--- src/rtl/div_ctrl.sv ---
// Request/response sequencer for the iterative unsigned divider: sign handling, special cases, flush.
// Optional `DIV_RESULT_CACHE_EN: reuse the last divider result for a matching a/b/signedness request.
module div_ctrl #(
  parameter int TAG_W = 5
) (
  input  logic             clk,
  input  logic             rst,
  input  logic             req_vld_i,
  output logic             req_rdy_o,
  input  logic [1:0]       req_op_i,
  input  logic [31:0]      req_a_i,
  input  logic [31:0]      req_b_i,
  input  logic [TAG_W-1:0] req_tag_i,
  input  logic             flush_i,
  output logic             resp_vld_o,
  input  logic             resp_rdy_i,
  output logic [31:0]      resp_data_o,
  output logic [TAG_W-1:0] resp_tag_o,
  output logic             busy_o,
  output logic [31:0]      div_div1_o,
  output logic [31:0]      div_div2_o,
  output logic             div_vld_o,
  input  logic [31:0]      div_q_i,
  input  logic [31:0]      div_r_i,
  input  logic             div_rdy_i
);

  localparam logic [4:0] S_IDLE  = 5'b00001;
  localparam logic [4:0] S_ISSUE = 5'b00010;
  localparam logic [4:0] S_WAIT  = 5'b00100;
  localparam logic [4:0] S_RESP  = 5'b01000;
  localparam logic [4:0] S_DRAIN = 5'b10000;

  logic [4:0]       state_q, state_d;
  logic [1:0]       op_q, op_d;
  logic             qneg_q, qneg_d;
  logic             rneg_q, rneg_d;
  logic [31:0]      div1_q, div1_d;
  logic [31:0]      div2_q, div2_d;
  logic             dvld_q, dvld_d;
  logic             rvld_q, rvld_d;
  logic [31:0]      rdata_q, rdata_d;
  logic [TAG_W-1:0] rtag_q, rtag_d;

  logic        is_signed, a_neg, b_neg, b_zero, ovf, accept;
  logic [31:0] a_mag, b_mag, special_dat, q_fix, r_fix, div_res;
  logic        hit;
  logic [31:0] hit_dat;

  assign is_signed   = ~req_op_i[0];
  assign a_neg       = is_signed & req_a_i[31];
  assign b_neg       = is_signed & req_b_i[31];
  assign a_mag       = a_neg ? (~req_a_i + 32'd1) : req_a_i;
  assign b_mag       = b_neg ? (~req_b_i + 32'd1) : req_b_i;
  assign b_zero      = (req_b_i == 32'd0);
  assign ovf         = is_signed & (req_a_i == 32'h8000_0000) & (req_b_i == 32'hFFFF_FFFF);
  assign special_dat = b_zero ? (req_op_i[1] ? req_a_i : 32'hFFFF_FFFF)
                              : (req_op_i[1] ? 32'd0   : 32'h8000_0000);

  assign req_rdy_o = state_q[0] & ~flush_i;
  assign accept    = req_vld_i & req_rdy_o;

  assign q_fix   = qneg_q ? (~div_q_i + 32'd1) : div_q_i;
  assign r_fix   = rneg_q ? (~div_r_i + 32'd1) : div_r_i;
  assign div_res = op_q[1] ? r_fix : q_fix;

`ifdef DIV_RESULT_CACHE_EN
  logic [31:0] last_a_q, last_b_q, last_q_q, last_r_q, pend_a_q, pend_b_q;
  logic        last_s_q, pend_s_q, cvld_q;

  assign hit     = cvld_q & (req_a_i == last_a_q) & (req_b_i == last_b_q) & (is_signed == last_s_q);
  assign hit_dat = req_op_i[1] ? last_r_q : last_q_q;

  always_ff @(posedge clk or posedge rst) begin
    if (rst) begin
      last_a_q <= '0;
      last_b_q <= '0;
      last_q_q <= '0;
      last_r_q <= '0;
      last_s_q <= 1'b0;
      pend_a_q <= '0;
      pend_b_q <= '0;
      pend_s_q <= 1'b0;
      cvld_q   <= 1'b0;
    end else begin
      if (accept) begin
        pend_a_q <= req_a_i;
        pend_b_q <= req_b_i;
        pend_s_q <= is_signed;
      end
      // Any flush while the divider is involved invalidates the cache.
      if (flush_i && (state_q == S_ISSUE || state_q == S_WAIT || state_q == S_DRAIN)) begin
        cvld_q <= 1'b0;
      end else if (state_q == S_WAIT && div_rdy_i) begin
        last_a_q <= pend_a_q;
        last_b_q <= pend_b_q;
        last_s_q <= pend_s_q;
        last_q_q <= q_fix;
        last_r_q <= r_fix;
        cvld_q   <= 1'b1;
      end
    end
  end
`else
  assign hit     = 1'b0;
  assign hit_dat = 32'd0;
`endif

  always_comb begin
    state_d = state_q;
    op_d    = op_q;
    qneg_d  = qneg_q;
    rneg_d  = rneg_q;
    div1_d  = div1_q;
    div2_d  = div2_q;
    rdata_d = rdata_q;
    rtag_d  = rtag_q;
    case (state_q)
      S_IDLE: begin
        if (accept) begin
          op_d   = req_op_i;
          qneg_d = is_signed & (req_a_i[31] ^ req_b_i[31]);
          rneg_d = a_neg;
          rtag_d = req_tag_i;
          // A zero divisor must never reach the divider, which samples div2 continuously.
          if (!b_zero) begin
            div1_d = a_mag;
            div2_d = b_mag;
          end
          if (b_zero || ovf) begin
            rdata_d = special_dat;
            state_d = S_RESP;
          end else if (hit) begin
            rdata_d = hit_dat;
            state_d = S_RESP;
          end else begin
            state_d = S_ISSUE;
          end
        end
      end
      S_ISSUE: state_d = flush_i ? S_DRAIN : S_WAIT;
      S_WAIT: begin
        if (div_rdy_i) begin
          if (flush_i) begin
            state_d = S_IDLE;
          end else begin
            rdata_d = div_res;
            state_d = S_RESP;
          end
        end else if (flush_i) begin
          state_d = S_DRAIN;
        end
      end
      S_RESP:  if (flush_i || resp_rdy_i) state_d = S_IDLE;
      S_DRAIN: if (div_rdy_i) state_d = S_IDLE;
      default: state_d = S_IDLE;
    endcase
    dvld_d = (state_d == S_ISSUE);
    rvld_d = (state_d == S_RESP);
  end

  always_ff @(posedge clk or posedge rst) begin
    if (rst) begin
      state_q <= S_IDLE;
      op_q    <= '0;
      qneg_q  <= 1'b0;
      rneg_q  <= 1'b0;
      div1_q  <= '0;
      div2_q  <= '0;
      dvld_q  <= 1'b0;
      rvld_q  <= 1'b0;
      rdata_q <= '0;
      rtag_q  <= '0;
    end else begin
      state_q <= state_d;
      op_q    <= op_d;
      qneg_q  <= qneg_d;
      rneg_q  <= rneg_d;
      div1_q  <= div1_d;
      div2_q  <= div2_d;
      dvld_q  <= dvld_d;
      rvld_q  <= rvld_d;
      rdata_q <= rdata_d;
      rtag_q  <= rtag_d;
    end
  end

  assign busy_o      = ~state_q[0];
  assign div_div1_o  = div1_q;
  assign div_div2_o  = div2_q;
  assign div_vld_o   = dvld_q;
  assign resp_vld_o  = rvld_q;
  assign resp_data_o = rdata_q;
  assign resp_tag_o  = rtag_q;

endmodule

--- config.mk ---
export PLATFORM = sky130hd
export DESIGN_NAME = div_ctrl
export DESIGN_NICKNAME = d
export VERILOG_FILES = /design/src/rtl/div_ctrl.sv
export SDC_FILE = /design/constraint.sdc
export NUM_CORES = 1
export LEC_CHECK = 0
export CORE_UTILIZATION = 50
export DETAILED_ROUTE_END_ITERATION = 6
export DONT_BUFFER_PORTS = 1
export SYNTH_ARGS = -nofsm -noshare
export SYNTH_HDL_FRONTEND = slang
export SYNTH_SLANG_ARGS = --single-unit
--- constraint.sdc ---
create_clock -name clk -period 5.2 [get_ports clk]
set_input_delay 1.04 -clock clk [delete_from_list [all_inputs] [get_ports clk]]
set_output_delay 1.04 -clock clk [all_outputs]
set_load 0.02 [all_outputs]
* Word level (Yosys, flattened, before mapping)
Cells that the tools add are included.
** Storage, ports and cells
- Output and inout bits :: 105
- Input bits :: 141
- Register bits :: 112
** Operators by class
- Equal/unequal tests :: 13
- Bitwise operators :: 16
- Mux-type cells :: 22
- $add $sub $neg :: 4
- Reductions and logical operators :: 7
** Operators by type and width (count)
- 32-bit 2-to-1 mux :: 12
- 32-bit by 1-bit adder with 32-bit output (second input constant) :: 4
- 32-bit NOT :: 4
- 32-bit == test (second input constant) :: 2
- 32-bit one-hot mux with 2 select lines :: 1
- 32-bit logical NOT :: 1
- 5-bit 2-to-1 mux :: 6
- 5-bit one-hot mux with 5 select lines :: 1
- 5-bit by 2-bit == test with 1-bit output (second input constant) :: 2
- 5-bit by 4-bit == test with 1-bit output (second input constant) :: 2
- 4-bit 2-to-1 mux :: 2
- 2-bit != test (second input constant) :: 4
- 1-bit bitwise AND :: 7
- 5-bit by 1-bit == test with 1-bit output (second input constant) :: 1
- 5-bit by 3-bit == test with 1-bit output (second input constant) :: 1
- 5-bit == test (second input constant) :: 1
- 5-bit AND reduction :: 1
- 1-bit NOT :: 4
- 3-bit AND reduction :: 1
- 1-bit logical OR :: 2
- 2-bit AND reduction :: 1
- 2-bit nonzero test :: 1
- 1-bit bitwise XOR :: 1

* Logic depth before layout (Yosys ltp)
- Word-level depth :: 8
- Mapped depth :: 11
- Mapped depth without buffers :: 8

* Worst setup path before layout
Ideal clock, no wire load.
- Kind :: in2reg
- From :: input port req_a_i[0]
- To :: register rdata_q[4] (netlist: resp_data_o[4])
- Stages :: 10
- Arrival time :: 3.375 ns
- Data required time :: 5.075 ns
- Library setup time :: 0.125 ns
- Path slack :: 1.700 ns
- Cell sequence :: inv_1 -> ha_1 -> or3b_1 -> nor4_4 -> nand2_4 -> or4b_1 -> buf_6 -> nand2_8 -> buf_12 -> mux2_4
** Between the ends
- Cells in the longest elaborated chain, start to end :: 6
** RTL lines
- start, declared :: RTL line 11 : input logic [31:0] req_a_i,
- 32-bit == test :: RTL line 56 : assign ovf = is_signed & (req_a_i == 32'h8000_0000) & (req_b_i == 32'hFFFF_FFFF);
- 1-bit bitwise AND (2 in series) :: RTL line 56
- 1-bit logical OR :: RTL line 130 : if (b_zero || ovf) begin
- 2-bit != test (no line)
- 5-bit AND reduction (no line)
- end signal, assigned :: RTL line 183 : rdata_q <= rdata_d;
- end, declared :: RTL line 42 : logic [31:0] rdata_q, rdata_d;
No other way between the ends.
A chain may end at the register's enable or synchronous reset.

* Worst setup path after layout
- From :: input port req_b_i[14]
- To :: register rdata_q[14] (netlist: resp_data_o[14])
** Between the ends
- Cells in the longest elaborated chain, start to end :: 5
** RTL lines
- start, declared :: RTL line 12 : input logic [31:0] req_b_i,
- 32-bit == test / 32-bit logical NOT (equally long branches) :: RTL line 56, 55
- 1-bit bitwise AND / 32-bit 2-to-1 mux (equally long branches) :: RTL line 56, 57
- 1-bit logical OR / 32-bit 2-to-1 mux (equally long branches) :: RTL line 130
- 2-bit != test (no line) / 32-bit 2-to-1 mux (equally long branches)
- 5-bit AND reduction (no line) / 32-bit one-hot mux with 2 select lines (equally long branches)
Several ways; a longest one is shown, not always the timed one. The select of a mux whose other input is x is not followed.

==> impl_table.tex <==
\begin{tabular}{lr}
\hline
Metric & Value \\
\hline
\multicolumn{2}{l}{\textbf{Global route}} \\
\quad Vias in the first global route & 6,609 \\
\quad Wire length of the first global-routing pass & about 38,000 um \\
\quad Maximum number of pins on one net before global-route repair & 86 \\
\quad All-layer global routing usage & 0.304 \\
\quad Remaining global-route overflow & 0 \\
\quad Antenna violations before repair & 0 \\
\multicolumn{2}{l}{\textbf{Logic synthesis}} \\
\quad Number of warning messages in the yosys log & 0 \\
\quad Most repeated cell in the gate-level netlist after synthesis & sky130\_fd\_sc\_hd\_\_nand2\_1 \\
\quad Ranking of synthesized cells by instance count & sky130\_fd\_sc\_hd\_\_nand2\_1 (116), sky130\_fd\_sc\_hd\_\_dfrtp\_1 (110), sky130\_fd\_sc\_hd\_\_o21ai\_0 (110) \\
\quad Average footprint of a synthesized cell & $\sim$8.4 sq um \\
\quad Most used flip-flop cell after synthesis & sky130\_fd\_sc\_hd\_\_dfrtp\_1 \\
\quad Post-synthesis instance total & 910 \\
\quad Proportion of synthesized flip-flops having asynchronous set or reset & 1.00 \\
\quad Library cell with the largest summed area after synthesis & sky130\_fd\_sc\_hd\_\_dfrtp\_1 \\
\quad Area contributors post-synth & sky130\_fd\_sc\_hd\_\_dfrtp\_1 (36\%), sky130\_fd\_sc\_hd\_\_o21ai\_0 (7.2\%), sky130\_fd\_sc\_hd\_\_xnor2\_1 (7.0\%), sky130\_fd\_sc\_hd\_\_xor2\_1 (5.9\%), sky130\_fd\_sc\_hd\_\_nand2\_1 (5.7\%) \\
\quad Number of nets produced by synthesis & about 1,100 \\
\quad Count of state elements after synthesis & 111 \\
\quad Post-synthesis cell type count & between 60 and 70 \\
\quad EDFF count, synth & 0 \\
\quad Area share of the largest cell type after synthesis & 0.358 \\
\quad Area of the mapped netlist & just under 8000 sq um \\
\quad Share of the yosys chip area belonging to registers & 0.362 \\
\multicolumn{2}{l}{\textbf{Critical path}} \\
\quad R2R setup slack & approximately 1.7 ns \\
\quad Crit path max fanout & 15 \\
\quad Capturing element type of the critical path & flop \\
\quad Start-to-end type of the worst setup path & in2reg \\
\quad Cell depth of the worst flop-to-flop path & 6 \\
\quad Source of the worst register-to-register timing path & state\_q[3]\$\_DFF\_PP0\_ \\
\quad Endpoint of the worst register-to-register path & resp\_data\_o[14]\$\_DFFE\_PP0P\_ \\
\quad Arrival time worst endpoint & between 3 and 4 ns \\
\quad Sequence of cells on the critical path & or4\_1 > nor3\_1 > nand4b\_1 > o21ai\_1 > nor2\_2 > o41ai\_1 \\
\quad Startpoint class of the critical path & input port \\
\quad Required time at the worst-slack endpoint & 5.44 ns \\
\quad CP max stage delay & a little under 0.7 ns \\
\quad Critical Path Slowest Stage Cell & sky130\_fd\_sc\_hd\_\_o21ai\_1 \\
\multicolumn{2}{l}{\textbf{Pwr}} \\
\quad Static leakage & $\sim$3.2 nW \\
\quad Worst VDD drop & about 0.27 mV \\
\quad Post-route total power & $\sim$3.6 mW \\
\quad Total power divided by cell area & around 440 nW/um\^{}2 \\
\multicolumn{2}{l}{\textbf{Detailed routing}} \\
\quad Met2 routed wirelength & 11,000 um \\
\quad WL met3 & 2550 um \\
\quad Post-route antenna net violation count & 0 \\
\quad Wire length per cell after detailed routing & 22.4 um \\
\quad Count of TritonRoute iterations in the first routing pass & 5 \\
\quad Starting DRC count in detailed routing & 499 \\
\quad Detailed-route vias per instance & 6.49 \\
\quad Remaining routing DRC violations & 0 \\
\quad Met1 layer wirelength in the final routing & between 10,000 and 15,000 um \\
\quad Uppermost layer routed & met4 \\
\quad Post-Route WL & $\sim$24,000 um \\
\quad Via count & around 7,000 \\
\multicolumn{2}{l}{\textbf{Clock network}} \\
\quad Maximum count of clock buffers along a single path & 2 \\
\quad Worst-Skew Late Latency & 0.36 ns \\
\quad \# resized after CTS & 0 \\
\quad Clock slew at reported path FFs & about 0.070 ns \\
\quad Number of levels in the clock H-tree & 3 \\
\quad Clock sink count & 111 \\
\quad CTS Buf Count & 9 \\
\quad Root Buffer Master & sky130\_fd\_sc\_hd\_\_clkbuf\_16 \\
\quad Hold buffer count at CTS & 0 \\
\quad TritonCTS clock tree & built \\
\quad Post-CTS setup buffer count & 0 \\
\multicolumn{2}{l}{\textbf{Min path}} \\
\quad Kind of path behind the tightest hold check & reg2reg \\
\quad Hold path cells & 2 \\
\quad Source of the worst hold timing path & div\_div2\_o[27]\$\_DFFE\_PP0P\_ \\
\quad Endpoint with the worst hold slack & div\_div2\_o[27]\$\_DFFE\_PP0P\_ \\
\multicolumn{2}{l}{\textbf{Layout}} \\
\quad Fraction of layout cells with a size suffix above 1 & 0.0696 \\
\quad Diode count & 0 \\
\quad Signed area change from the synthesized netlist to the final layout & 6.01\% \\
\quad Post-layout nets & 1,032 \\
\multicolumn{2}{l}{\textbf{Floorplan}} \\
\quad Core box area & roughly 15,000 sq um \\
\quad Initial Util & 0.521 \\
\quad Width of the die & about 130 um \\
\quad Num rows & 44 \\
\quad Total I/O pin count & about 250 \\
\quad Total die area & 15,900 sq um \\
\quad Vertical die dimension & roughly 130 um \\
\multicolumn{2}{l}{\textbf{STA}} \\
\quad Setup repair after global routing missed its margin & no \\
\quad Worst-case clock skew & $\sim$0.011 ns \\
\quad Final setup violation count & 0 \\
\quad Final-layout setup total negative slack & 0 ns \\
\quad Worst Tran Pin Value & roughly 1.1 ns \\
\quad Maximum clock frequency & 266 MHz \\
\quad Max-slew violations & 0 \\
\quad Ratio of final minimum period to clock period & 0.723 \\
\quad Post-layout minimum cycle time & 3.76 ns \\
\quad Hold Violations, Final & 0 \\
\quad Relative slew slack & 0.269 \\
\multicolumn{2}{l}{\textbf{Place}} \\
\quad HPWL after detailed placement & between 15,000 and 20,000 um \\
\quad GP Congestion & between 0.9 and 1 \\
\quad Port buffer count & 0 \\
\multicolumn{2}{l}{\textbf{Status}} \\
\quad Status & finished clean \\
\multicolumn{2}{l}{\textbf{Flow run}} \\
\quad Max-cap viol count & 0 \\
\hline
\end{tabular}
through the flow:
stage                     hold slack (ns)  cell area [sq um]  instances  worst slack (ns)   util
final                               0.624               8150       1075              1.44  0.552
after global routing                0.653               8150       1075              1.21  0.552
after detailed placement            0.612               7840       1059              1.15  0.531
after global placement              0.600               7840       1059              1.30  0.531
after floorplan                     0.582               7690        910              1.23      -
after CTS                           0.629               8150       1075              1.47  0.552
metal layers:
metal / global-route usage / up-vias
met5: 0 / -
met4: 0.0822 / 0
met3: 0.0854 / 22
met2: 0.481 / 361
met1: 0.407 / 3312
li1: - / 3281
area by class of cell:
class | count | area [sq um]
repair buffers | 14 | 118
clock inverters | 6 | 72.6
flip-flops and latches | 111 | 2780
fillers | 1391 | 6610
multi-input cells | 727 | 4620
inverters | 23 | 88.8
well taps | 184 | 230
clock buffers | 10 | 239
placed cells by master (no fill, tap or decap), types with 6 or more instances in the layout:
cell / Yosys / final
sky130_fd_sc_hd__nor4_1: 18 / 17
sky130_fd_sc_hd__mux2i_1: 10 / 10
sky130_fd_sc_hd__nor3_1: 25 / 25
sky130_fd_sc_hd__o22ai_1: 10 / 10
sky130_fd_sc_hd__mux2_2: 6 / 6
sky130_fd_sc_hd__o211ai_1: 12 / 12
sky130_fd_sc_hd__nor2_1: 54 / 54
sky130_fd_sc_hd__a21oi_1: 25 / 25
sky130_fd_sc_hd__or4_1: 16 / 16
sky130_fd_sc_hd__nand3_1: 22 / 22
sky130_fd_sc_hd__xnor2_1: 61 / 61
sky130_fd_sc_hd__nand2b_1: 8 / 8
sky130_fd_sc_hd__clkbuf_16: 0 / 9
sky130_fd_sc_hd__a22o_1: 9 / 9
sky130_fd_sc_hd__xor2_1: 52 / 52
sky130_fd_sc_hd__inv_1: 23 / 22
sky130_fd_sc_hd__buf_4: 0 / 13
sky130_fd_sc_hd__o41ai_1: 16 / 16
sky130_fd_sc_hd__dfrtp_1: 110 / 110
sky130_fd_sc_hd__a31oi_1: 18 / 18
sky130_fd_sc_hd__o21ai_0: 110 / 110
sky130_fd_sc_hd__or3_1: 13 / 13
sky130_fd_sc_hd__nand2_1: 116 / 115
sky130_fd_sc_hd__o2bb2ai_1: 7 / 7
sky130_fd_sc_hd__o31ai_1: 32 / 32
sky130_fd_sc_hd__or2_2: 9 / 9
sky130_fd_sc_hd__nand4_1: 13 / 13
flip-flops by register name, indices dropped and copies added, names as in the netlist:
register and flops:
rneg_q 1, div_vld_o 1, resp_vld_o 1, div_div2_o 32
resp_tag_o 5, op_q 1, resp_data_o 32, qneg_q 1
div_div1_o 32, state_q 5
report_power, final:
part,switching (mW),total [mW],leakage (nW),internal [mW]
Sequential,0.680,1.85,1.43,1.17
Combinational,0.566,0.992,1.59,0.426
Clock,0.348,0.744,0.156,0.396
worst max path at each step:
stage,startpoint,to,slack (ns),depth (start not counted)
final,req_b_i[14],resp_data_o[14]$_DFFE_PP0P_,1.44,6
after global routing,req_b_i[14],resp_data_o[14]$_DFFE_PP0P_,1.21,6
after CTS,req_b_i[14],resp_data_o[14]$_DFFE_PP0P_,1.47,6
after detailed placement,req_b_i[14],resp_data_o[14]$_DFFE_PP0P_,1.15,6
after global placement,req_b_i[14],resp_data_o[14]$_DFFE_PP0P_,1.30,6
after floorplan,rst,div_div1_o[0]$_DFFE_PP0P_,1.23,1
critical path, delay by kind of cell:
family             cells  cell delay [ns]
and+or+nand+nor        4             1.81
AOI/OAI and AO/OA      2             1.14
cell families (layout without fill, tap and decap cells):
group,count (synthesis),after routing,share of synthesized area
and+or+nand+nor,319,319,0.212
AOI/OAI and AO/OA,272,272,0.224
xor gates and xnor gates,113,113,0.129
DFF,111,111,0.362
buffers and inverters,72,53,0.0397
muxes,18,18,0.0257
adders and majority gates,5,5,0.00814
Note: power is estimated with default switching activity, not from simulation.
